File: src/rtl/feeder_pkg.sv
// feeder_pkg: shared state type, tile geometry constants and index helpers for tile_feeder
package feeder_pkg;
  typedef enum logic [1:0] {LOAD, FULL, STREAM, FLUSH} feeder_state_t;
  localparam int LANES = 3;
  localparam int TILE_ELEMS = 9;
  localparam int FLUSH_BEATS = LANES - 1;
  function automatic logic [1:0] elem_row(input logic [3:0] k);
    return 2'(k / 4'd3);
  endfunction
  function automatic logic [1:0] elem_col(input logic [3:0] k);
    return 2'(k % 4'd3);
  endfunction
endpackage

File: src/rtl/tile_buffer.sv
// tile_buffer: 3x3 register array with a single element write port and a whole-row read port
//   clk, reset  clock, asynchronous active-high clear of every element
//   we_i        write enable
//   widx_i      row-major element index 0..8
//   wdata_i     element value
//   ridx_i      row to read 0..2
//   row_o       row_o[c] = element at (ridx_i, c)
module tile_buffer
  import feeder_pkg::*;
#(
  parameter int int_bits = 13
) (
  input  logic                               clk,
  input  logic                               reset,
  input  logic                               we_i,
  input  logic [3:0]                         widx_i,
  input  logic [int_bits-1:0]                wdata_i,
  input  logic [1:0]                         ridx_i,
  output logic [LANES-1:0][int_bits-1:0]     row_o
);
  logic [int_bits-1:0] m_q [LANES][LANES];
  always_ff @(posedge clk or posedge reset) begin
    if (reset) begin
      for (int r = 0; r < LANES; r++)
        for (int c = 0; c < LANES; c++)
          m_q[r][c] <= '0;
    end else if (we_i) begin
      m_q[elem_row(widx_i)][elem_col(widx_i)] <= wdata_i;
    end
  end
  always_comb
    for (int c = 0; c < LANES; c++)
      row_o[c] = m_q[ridx_i][c];
endmodule

File: src/rtl/tile_feeder.sv
// tile_feeder: buffers one 3x3 tile written element-serially, then streams it row by row on three lanes plus two zero flush beats
//   clk, reset   clock, asynchronous active-high reset
//   wr_valid/wr_data/wr_ready  element write handshake, row-major order
//   start        request to stream the loaded tile (honoured only when full)
//   lane2/1/0    columns 0/1/2 of the current row, registered
//   lane_valid   lanes carry a stream or flush beat
//   full         tile loaded, waiting for start
//   done         one-cycle pulse after the last flush beat
module tile_feeder
  import feeder_pkg::*;
#(
  parameter int int_bits = 13
) (
  input  logic                clk,
  input  logic                reset,
  input  logic                wr_valid,
  input  logic [int_bits-1:0] wr_data,
  output logic                wr_ready,
  input  logic                start,
  output logic [int_bits-1:0] lane2,
  output logic [int_bits-1:0] lane1,
  output logic [int_bits-1:0] lane0,
  output logic                lane_valid,
  output logic                full,
  output logic                done
);
  feeder_state_t state_q, state_d;
  logic [3:0] widx_q, widx_d;
  logic [1:0] ridx_q, ridx_d;
  logic [1:0] fcnt_q, fcnt_d;
  logic [LANES-1:0][int_bits-1:0] lanes_q, lanes_d, row;
  logic valid_q, valid_d, done_q, done_d, we;

  tile_buffer #(.int_bits(int_bits)) u_buf (
    .clk     (clk),
    .reset   (reset),
    .we_i    (we),
    .widx_i  (widx_q),
    .wdata_i (wr_data),
    .ridx_i  (ridx_q),
    .row_o   (row)
  );

  assign wr_ready   = state_q == LOAD;
  assign full       = state_q == FULL;
  assign lane2      = lanes_q[0];
  assign lane1      = lanes_q[1];
  assign lane0      = lanes_q[2];
  assign lane_valid = valid_q;
  assign done       = done_q;

  // Lanes default to zero so flush beats and idle cycles need no explicit clearing.
  // FLUSH spends one extra cycle after its beats to drop lane_valid and raise done.
  always_comb begin
    state_d = state_q;
    widx_d  = widx_q;
    ridx_d  = ridx_q;
    fcnt_d  = fcnt_q;
    lanes_d = '0;
    valid_d = 1'b0;
    done_d  = 1'b0;
    we      = 1'b0;
    case (state_q)
      LOAD: if (wr_valid) begin
        we      = 1'b1;
        widx_d  = widx_q == 4'(TILE_ELEMS-1) ? 4'd0 : widx_q + 4'd1;
        state_d = widx_q == 4'(TILE_ELEMS-1) ? FULL : LOAD;
      end
      FULL: if (start) begin
        state_d = STREAM;
        ridx_d  = 2'd0;
      end
      STREAM: begin
        lanes_d = row;
        valid_d = 1'b1;
        ridx_d  = ridx_q == 2'(LANES-1) ? 2'd0 : ridx_q + 2'd1;
        state_d = ridx_q == 2'(LANES-1) ? FLUSH : STREAM;
        fcnt_d  = 2'd0;
      end
      FLUSH: begin
        valid_d = fcnt_q != 2'(FLUSH_BEATS);
        done_d  = fcnt_q == 2'(FLUSH_BEATS);
        fcnt_d  = fcnt_q == 2'(FLUSH_BEATS) ? 2'd0 : fcnt_q + 2'd1;
        state_d = fcnt_q == 2'(FLUSH_BEATS) ? LOAD : FLUSH;
      end
      default: state_d = LOAD;
    endcase
  end

  always_ff @(posedge clk or posedge reset) begin
    if (reset) begin
      state_q <= LOAD;
      widx_q  <= '0;
      ridx_q  <= '0;
      fcnt_q  <= '0;
      lanes_q <= '0;
      valid_q <= 1'b0;
      done_q  <= 1'b0;
    end else begin
      state_q <= state_d;
      widx_q  <= widx_d;
      ridx_q  <= ridx_d;
      fcnt_q  <= fcnt_d;
      lanes_q <= lanes_d;
      valid_q <= valid_d;
      done_q  <= done_d;
    end
  end
endmodule

File: config.mk
export PLATFORM = sky130hd
export DESIGN_NAME = tile_feeder
export DESIGN_NICKNAME = d
export VERILOG_FILES = /design/src/rtl/feeder_pkg.sv /design/src/rtl/tile_buffer.sv /design/src/rtl/tile_feeder.sv
export SDC_FILE = /design/constraint.sdc
export NUM_CORES = 1
export LEC_CHECK = 0
export BUFFER_PORTS_ARGS = -buffer_cell sky130_fd_sc_hd__buf_2
export CORE_MARGIN = 8
export CORE_UTILIZATION = 59
export CTS_BUF_LIST = sky130_fd_sc_hd__clkbuf_16
export DETAILED_ROUTE_END_ITERATION = 7
export GPL_ROUTABILITY_DRIVEN = 0
export GPL_TIMING_DRIVEN = 0
export MAX_ROUTING_LAYER = met4
export PLACE_DENSITY = 0.79
export REMOVE_ABC_BUFFERS = 1
export SLEW_MARGIN = 20
export SYNTH_ARGS = -nofsm -noshare
export SYNTH_HDL_FRONTEND = slang
export SYNTH_HIERARCHICAL = 1
export SYNTH_SLANG_ARGS = --single-unit
File: constraint.sdc
create_clock -name clk -period 4.6 [get_ports clk]
set_clock_uncertainty 0.05 [all_clocks]
set_input_delay 0.69 -clock clk [delete_from_list [all_inputs] [get_ports clk]]
set_output_delay 0.69 -clock clk [all_outputs]
set_load 0.01 [all_outputs]
Word level (Yosys, flattened, before mapping):

Cells that the tools add are included.

* add/subtract/negate cells: 3
* divide/modulo/power cells: 2
* $lt $le $gt $ge: 5
* eq/ne operators: 9
* multiplexer cells: 25
* bitwise gates (word level): 3
* reductions and logical operators: 8

Operator list (number)
* $mux W39: 4
* $bwmux W117: 1
* $bmux W39 S2: 1
* $demux W39 S2: 1
* $demux W13 S2: 1
* $mux W13: 1
* $mux W2: 6
* $ge A3 B3 Y1 const B: 3
* $not A2 Y3: 3
* $eq A2 B2 Y1 const B: 4
* $pmux W2 S2: 2
* $pmux W2 S4: 1
* $lt A3 B1 Y1 const B: 2
* $ne A2 B2 Y1 const B: 3
* $reduce_and A2 Y1: 3
* $mux W1: 5
* $add A2 B1 Y2 const B: 2
* $add A4 B1 Y4 const B: 1
* $div A4 B2 Y4 const B: 1
* $eq A4 B4 Y1 const B: 1
* $mod A4 B2 Y4 const B: 1
* $mux W4: 1
* $reduce_bool A2 Y1: 2
* $eq A2 B1 Y1 const B: 1
* other kinds (3): 4

* register bits after elaboration: 168
* output and inout bits: 43

Logic depth before layout (Yosys ltp):

Gate-level depths: netlist (run 1).

* depth after elaboration: 9
* gate-level depth with buffers: 14
* depth with buffers taken out: 12

Modules after synthesis:

Netlist (run 1), hierarchy kept.

By module, submodules not included
* tile_buffer: instances 1, cells each 410, area an instance 5373.9 um2, seq. area each 2927.8 um2
* tile_feeder: instances 1, cells each 146, area an instance 1846.8 um2, seq. area each 1276.2 um2

Worst setup path after synthesis (run 1):

OpenSTA, ideal clock, no wires.

* path kind: flip-flop to flip-flop
* start: reg widx_q[2]
* end: reg u_buf/m_q[26] (netlist bit)
* data arrival time: 2.601 ns
* data required time: 4.425 ns
* setup slack: 1.824 ns
* cell stages (with the launch flop): 12
* path buffers: 2
* cells stage by stage: dfrtp_1 > or2b_2 > ha_1 > o211ai_1 > o21ai_0 > ha_1 > nand4bb_1 > nor2_1 > and3_1 > clkbuf_1 > buf_2 > mux2_2

* longest elaborated chain between the ends: 9

RTL lines
* from (decl): RTL line tile_feeder.sv:28 `logic [3:0] widx_q, widx_d;`
* from (signal assigned): RTL line tile_feeder.sv:101 `widx_q <= widx_d;`
* $mod A4 B2 Y4: RTL line feeder_pkg.sv:11 `return 2'(k % 4'd3);`
* $not A2 Y3 (not written as such): RTL line tile_buffer.sv:28 `m_q[elem_row(widx_i)][elem_col(widx_i)] <= wdata_i;`
* $ge A3 B3 Y1 (not written as such) / $lt A3 B1 Y1 (equally long branches): RTL line tile_buffer.sv:28
* $logic_and A1 B1 Y1 (not written as such): RTL line tile_buffer.sv:28
* $mux W13 (not written as such): RTL line tile_buffer.sv:28
* $demux W13 S2: RTL line tile_buffer.sv:28
* $mux W39 (not written as such): RTL line tile_buffer.sv:28
* $demux W39 S2 *: RTL line tile_buffer.sv:28
* $bwmux W117 *: RTL line tile_buffer.sv:28
* to (signal, indexed assignment): RTL line tile_buffer.sv:28
* to (decl): RTL line tile_buffer.sv:21 `logic [int_bits-1:0] m_q [LANES][LANES];`

Every way passes the cells marked *; elsewhere a longest branch is shown, timed or not.
A chain may end at the register's enable or synchronous reset.

Worst setup path after layout (run 1):

* start: reg widx_q[2]
* end: reg u_buf/m_q[48] (netlist bit)

The elaborated chain is that of the path after synthesis.

==> impl_metrics.env, run 1 <==
export IMPL_status="finished clean"
export IMPL_power_leakage_nw=4.13
export IMPL_synth_yosys_seq_area_share_pct=58.2
export IMPL_synth_cells=556
export IMPL_maxSlewViolCount=0
export IMPL_overflow=0
export IMPL_peakVddDrop_mv=0.292
export IMPL_drtIter0Drc=289
export IMPL_first_pass_iters=4
export IMPL_synth_edf_count=0
export IMPL_slew_headroom_pct=33.4
export IMPL_power_density_nw_per_um2=593
export IMPL_yosys_top_cells_count="dfrtp_1 (168), mux2_2 (107), nand2_1 (48), o21ai_0 (48), and2_1 (40)"
export IMPL_worstPathRequired_ns=4.85
export IMPL_num_antenna_cells=0
export IMPL_worstPathCellList="nand2b_4 -> inv_1 -> ha_1 -> inv_1 -> ha_1 -> o211ai_1 -> o21ai_0 -> ha_1 -> nand3b_1 -> nand4_1 -> mux2_2"
export IMPL_drv_cap=0
export IMPL_ys_flop_type="dfrtp_1"
export IMPL_ant_nets=0
export IMPL_synth_top_area_cell="dfrtp_1"
export IMPL_crit_top_cell="ha_1"
export IMPL_yosysMostFrequentCell="dfrtp_1"
export IMPL_htreeDepth=4
export IMPL_ys_seq_elements=168
export IMPL_post_drt_wl_per_cell_um=19.3
export IMPL_path_max_fanout=13
export IMPL_hp_class="primary input to async pin"
export IMPL_die_w_um=127
export IMPL_final_setup_worst_slack_ns=1.18
export IMPL_timing_final_crit_share_pct=74.2
export IMPL_cts_tree="yes"
export IMPL_clk_latency_ns=0.43
export IMPL_yosysWarningCount=6
export IMPL_grtUsageTotal_pct=20.4
export IMPL_ios=60
export IMPL_vias=4463
export IMPL_synthArstFlopShare_pct=100
export IMPL_rows=40
export IMPL_drive_gt1_share_pct=37.1
export IMPL_synthTopCellsByArea="dfrtp_1 (58%), mux2_2 (17%), mux2i_1 (5.4%)"
export IMPL_drc=0
export IMPL_fp_dieH_um=127
export IMPL_setup_violations=0
export IMPL_fp_dieArea_um2=16000
export IMPL_crit_path_max_incr_delay_ns=0.81
export IMPL_synth_top_area_share_pct=58.2
export IMPL_critical_path_class="register to register"
export IMPL_synth_area_per_cell_um2=13.0
export IMPL_cts_buffers=17
export IMPL_setup_tns_ns=0
export IMPL_cp_arrival_ns=3.66
export IMPL_antenna_found_initial=0
export IMPL_cp_slowest_cell="nand4_1"
export IMPL_rsz0062_at_grt="false"
export IMPL_cts_resized=0
export IMPL_viasPerCell=5.80
export IMPL_grt_pass1_wl_mm=24.8
export IMPL_nFillCells=810
export IMPL_post_cts_buffers=0
export IMPL_pre_cts_slack_ns=1.27
export IMPL_grt_max_degree=88
export IMPL_period_minus_slack_ns=3.42
export IMPL_critPathCaptureType="register"
export IMPL_start_util_pct=60.4
export IMPL_tightest_slew_ns=0.996
export IMPL_cts_hold_buf=0
export IMPL_cts_max_path_buffers=2
export IMPL_area_growth_syn_to_layout_pct=15.2
export IMPL_io_buffers=59
export IMPL_cp_start_kind="register"
export IMPL_finalWirelength_mm=14.8
export IMPL_hpwl_mm=9.34
export IMPL_clock_sinks=168
export IMPL_synth_cell_type_count=44
export IMPL_synth_area_um2=7220
export IMPL_max_freq_mhz=293
export IMPL_fin_nets=634
export IMPL_clkTransAtPathRegs_ns=0.06
export IMPL_grt_pass1_vias=4791
export IMPL_cts_root_buf="clkbuf_16"
export IMPL_core_um2=12000
export IMPL_hold_violations=0
-- registers in the layout, summed over array words and instances, names as in the netlist --
name	count
ridx_q	2
lane2	13
u_buf/m_q	117
state_q	2
fcnt_q	2
widx_q	4
lane0	13
done	1
lane1	13
lane_valid	1
-- area by class of cell --
type	count	area, um2	share of cell area (%)
sequential	168	4210	50.6
clock buffer	17	425	5.11
multi-input combinational	347	2840	34.1
clock inverter	13	141	1.70
inverter	10	43.8	0.526
tap	147	184	2.21
timing repair buffer	68	479	5.76
-- worst max-delay path: cells and delay by family (launching register included) --
kind                     cells  cell delay, ns
buffers and inverters        2            0.11
adder cells (fa/ha/maj)      3            0.65
flip-flops                   1            0.49
AO/OA/AOI/OAI                2            0.23
multiplexers                 1            0.59
AND/OR/NAND/NOR              3            1.16
-- where the power goes --
| group | total [mW] | switching (mW) | internal (mW) |
|---|---|---|---|
| Clock | 1.37 | 0.539 | 0.835 |
| Sequential | 2.21 | 0.293 | 1.91 |
| Combinational | 1.35 | 0.662 | 0.690 |
| Total | 4.93 | 1.49 | 3.44 |
-- per-stage QoR --
step / instances / utilization [%] / power [mW] / area [um2] / hold slack, ns
final: 770 / 69.6 / 4.93 / 8320 / 0.195
after global routing: 770 / 69.6 / 5.21 / 8320 / 0.217
after CTS: 770 / 69.6 / 4.97 / 8320 / 0.196
after detailed placement: 740 / 64.8 / 3.58 / 7750 / 0.444
after global placement: 731 / 63.0 / 3.38 / 7530 / 0.436
after floorplan: 525 / - / 3.05 / 7050 / 0.429
-- kinds of logic after synthesis --
group | Yosys count | synth area share (%)
AOI/OAI and AO/OA | 58 | 4.25
muxes | 157 | 24.4
buffers and inverters | 41 | 2.86
DFF | 168 | 58.2
adders and majority gates | 5 | 0.866
and+or+nand+nor | 127 | 9.43
-- worst paths after layout --
path / from / slack, ns / endpoint / depth (start not counted)
setup / recovery: widx_q[2] / 1.18 / u_buf/m_q[48] / 11
hold / removal: reset / 0.20 / u_buf/m_q[30] / 2
setup reg to reg: widx_q[2] / 1.18 / u_buf/m_q[48] / 11
hold reg to reg: u_buf/m_q[91] / 0.45 / u_buf/m_q[91] / 1
max in group asynchronous: reset / 3.58 / u_buf/m_q[90] / 3
min in group clk: u_buf/m_q[91] / 0.45 / u_buf/m_q[91] / 1
-- cell usage in the layout, fill, tap and decap left out, types with 2 or more instances in the layout --
master / instances
nand4_1: 3
a21oi_1: 4
bufinv_16: 3
o21ai_0: 48
inv_2: 2
clkinv_2: 5
buf_16: 4
dfrtp_1: 166
nor2b_1: 2
nand2_1: 48
buf_12: 2
nand3b_1: 3
and2_1: 40
mux2_4: 11
nand3_1: 4
buf_2: 59
mux2_2: 107
nor2_1: 8
ha_1: 5
inv_1: 9
clkbuf_16: 17
mux2i_1: 39
-- routing by layer --
layer	track usage [%]	vias up	wire length, um
met4	8.99	0	380
met3	4.69	33	580
met1	24.0	2301	6330
li1	-	2027	-
met2	33.1	102	7530
met5	-	-	0
(Power assumes the default switching activity.)
==> run 2: changes to the inputs <==
==> constraint.sdc (replaced) <==
create_clock -name clk -period 3.5 [get_ports clk]
set_clock_uncertainty 0.05 [all_clocks]
set_input_delay 0.525 -clock clk [delete_from_list [all_inputs] [get_ports clk]]
set_output_delay 0.525 -clock clk [all_outputs]
set_load 0.01 [all_outputs]
==> run 2 against run 1 <==
Sequential cell count unchanged; non-clock buffer count rose by 1; clock power increased by 31%; cell area grew 0.18%.
==> impl_metrics.env, run 2 (synthesis results as in run 1) <==
export IMPL_status="finished clean"
export IMPL_max_freq_mhz=311
export IMPL_routed_top_layer="met4"
export IMPL_clk_latency_ns=0.43
export IMPL_tightest_slew_ns=0.951
export IMPL_finalWirelength_mm=14.9
export IMPL_fin_util_pct=69.7
export IMPL_clkTransAtPathRegs_ns=0.06
export IMPL_final_cell_mix="dfrtp_1 (166), mux2_2 (107), buf_2 (59)"
export IMPL_slew_headroom_pct=36.6
export IMPL_htreeDepth=4
export IMPL_setup_violations=0
export IMPL_cts_buffers=17
export IMPL_power_leakage_nw=4.14
export IMPL_cts_root_buf="clkbuf_16"
export IMPL_worstPathRequired_ns=3.76
export IMPL_wl_met1_mm=6.22
export IMPL_rows=40
export IMPL_timing_final_crit_share_pct=91.9
export IMPL_critPathCaptureType="register"
export IMPL_largest_register_ffs=117
export IMPL_io_buffers=59
export IMPL_grt_pass1_vias=4791
export IMPL_met2_length_mm=7.62
export IMPL_vias=4494
export IMPL_area_growth_syn_to_layout_pct=15.4
export IMPL_ant_nets=0
export IMPL_hp_class="primary input to async pin"
export IMPL_ios=60
export IMPL_core_um2=12000
export IMPL_grt_max_degree=88
export IMPL_first_pass_iters=5
export IMPL_hold_ws_ns=0.0311
export IMPL_wl_met3_um=688
export IMPL_peakVddDrop_mv=0.386
export IMPL_cts_max_path_buffers=2
export IMPL_fp_dieH_um=127
export IMPL_drtIter0Drc=297
export IMPL_period_minus_slack_ns=3.22
export IMPL_hold_violations=0
export IMPL_fin_nets=635
export IMPL_post_dp_cell_area_um2=7750
export IMPL_viasPerCell=5.83
export IMPL_power_density_nw_per_um2=779
export IMPL_cp_arrival_ns=3.47
export IMPL_grtUsageTotal_pct=20.4
export IMPL_start_util_pct=60.4
export IMPL_rsz0062_at_grt="false"
export IMPL_path_max_fanout=9
export IMPL_maxSlewViolCount=0
export IMPL_drc=0
export IMPL_drive_gt1_share_pct=37.3
export IMPL_largest_register="u_buf/m_q"
export IMPL_power_mw=6.49
export IMPL_r2r_cells=12
export IMPL_cts_hold_buf=0
export IMPL_antenna_found_initial=0
export IMPL_mostFrequentLayoutCell="dfrtp_1"
export IMPL_final_setup_worst_slack_ns=0.284
export IMPL_overflow=0
export IMPL_cp_start_kind="register"
export IMPL_grt_pass1_wl_mm=24.8
export IMPL_fp_dieArea_um2=16000
export IMPL_design_area_um2=8330
export IMPL_cts_tree="yes"
export IMPL_die_w_um=127
export IMPL_drv_cap=0
export IMPL_clock_sinks=168
export IMPL_hpwl_mm=9.34
export IMPL_num_antenna_cells=0
export IMPL_pre_cts_slack_ns=0.167
export IMPL_post_drt_wl_per_cell_um=19.3
export IMPL_critical_path_class="register to register"
## run 2: final cells by class
type	instances	area [um2]
clock buffers	17	425
multi-input cells	347	2840
inverters	10	43.8
well taps	147	184
fillers	809	3630
repair buffers	69	487
clock inverters	13	141
flip-flops and latches	168	4210
## run 2: through the flow
step,setup TNS [ns],cells
after CTS,0,770
after global routing,0,771
after global placement,-206.24,731
after detailed placement,0,740
after floorplan,-20.56,525
final,0,771
## run 2: power breakdown
| part | switching (mW) | internal, mW |
|---|---|---|
| Clock | 0.707 | 1.10 |
| Sequential | 0.385 | 2.51 |
| Combinational | 0.878 | 0.907 |
| Total | 1.97 | 4.52 |
## run 2: path summary, 6_finish.rpt
check / startpoint / endpoint / slack [ns]
worst max register to register: widx_q[2] / u_buf/m_q[101] / 0.28
max in group asynchronous: reset / u_buf/m_q[90] / 2.65
worst min register to register: u_buf/m_q[91] / u_buf/m_q[91] / 0.45
worst max-delay path: widx_q[2] / u_buf/m_q[101] / 0.28
min in group clk: start / state_q[1] / 0.37
worst min-delay path: reset / u_buf/m_q[30] / 0.03
## run 2: worst max-delay path, stage by stage, from the launching register on
cell      delay (ns)
dfrtp_1         0.52
nand2b_4        0.11
inv_1           0.09
ha_1            0.14
inv_1           0.04
ha_1            0.25
o211ai_1        0.11
o21ai_0         0.12
ha_1            0.24
nand3b_1        0.28
nor3_4          0.50
buf_4           0.29
mux2_2          0.35
## run 2: what timing repair did
item / CTS / global route
buffers inserted: 0 / 1
gates resized for setup: 0 / 2
hold endpoints to repair: 0 / 0
endpoints found under the setup margin: 0 / 33
## run 2: layer usage
metal	track usage, %	up-vias
met1	24.0	2311
met2	33.1	119
li1	-	2030
met4	8.99	0
met5	-	-
met3	4.69	34
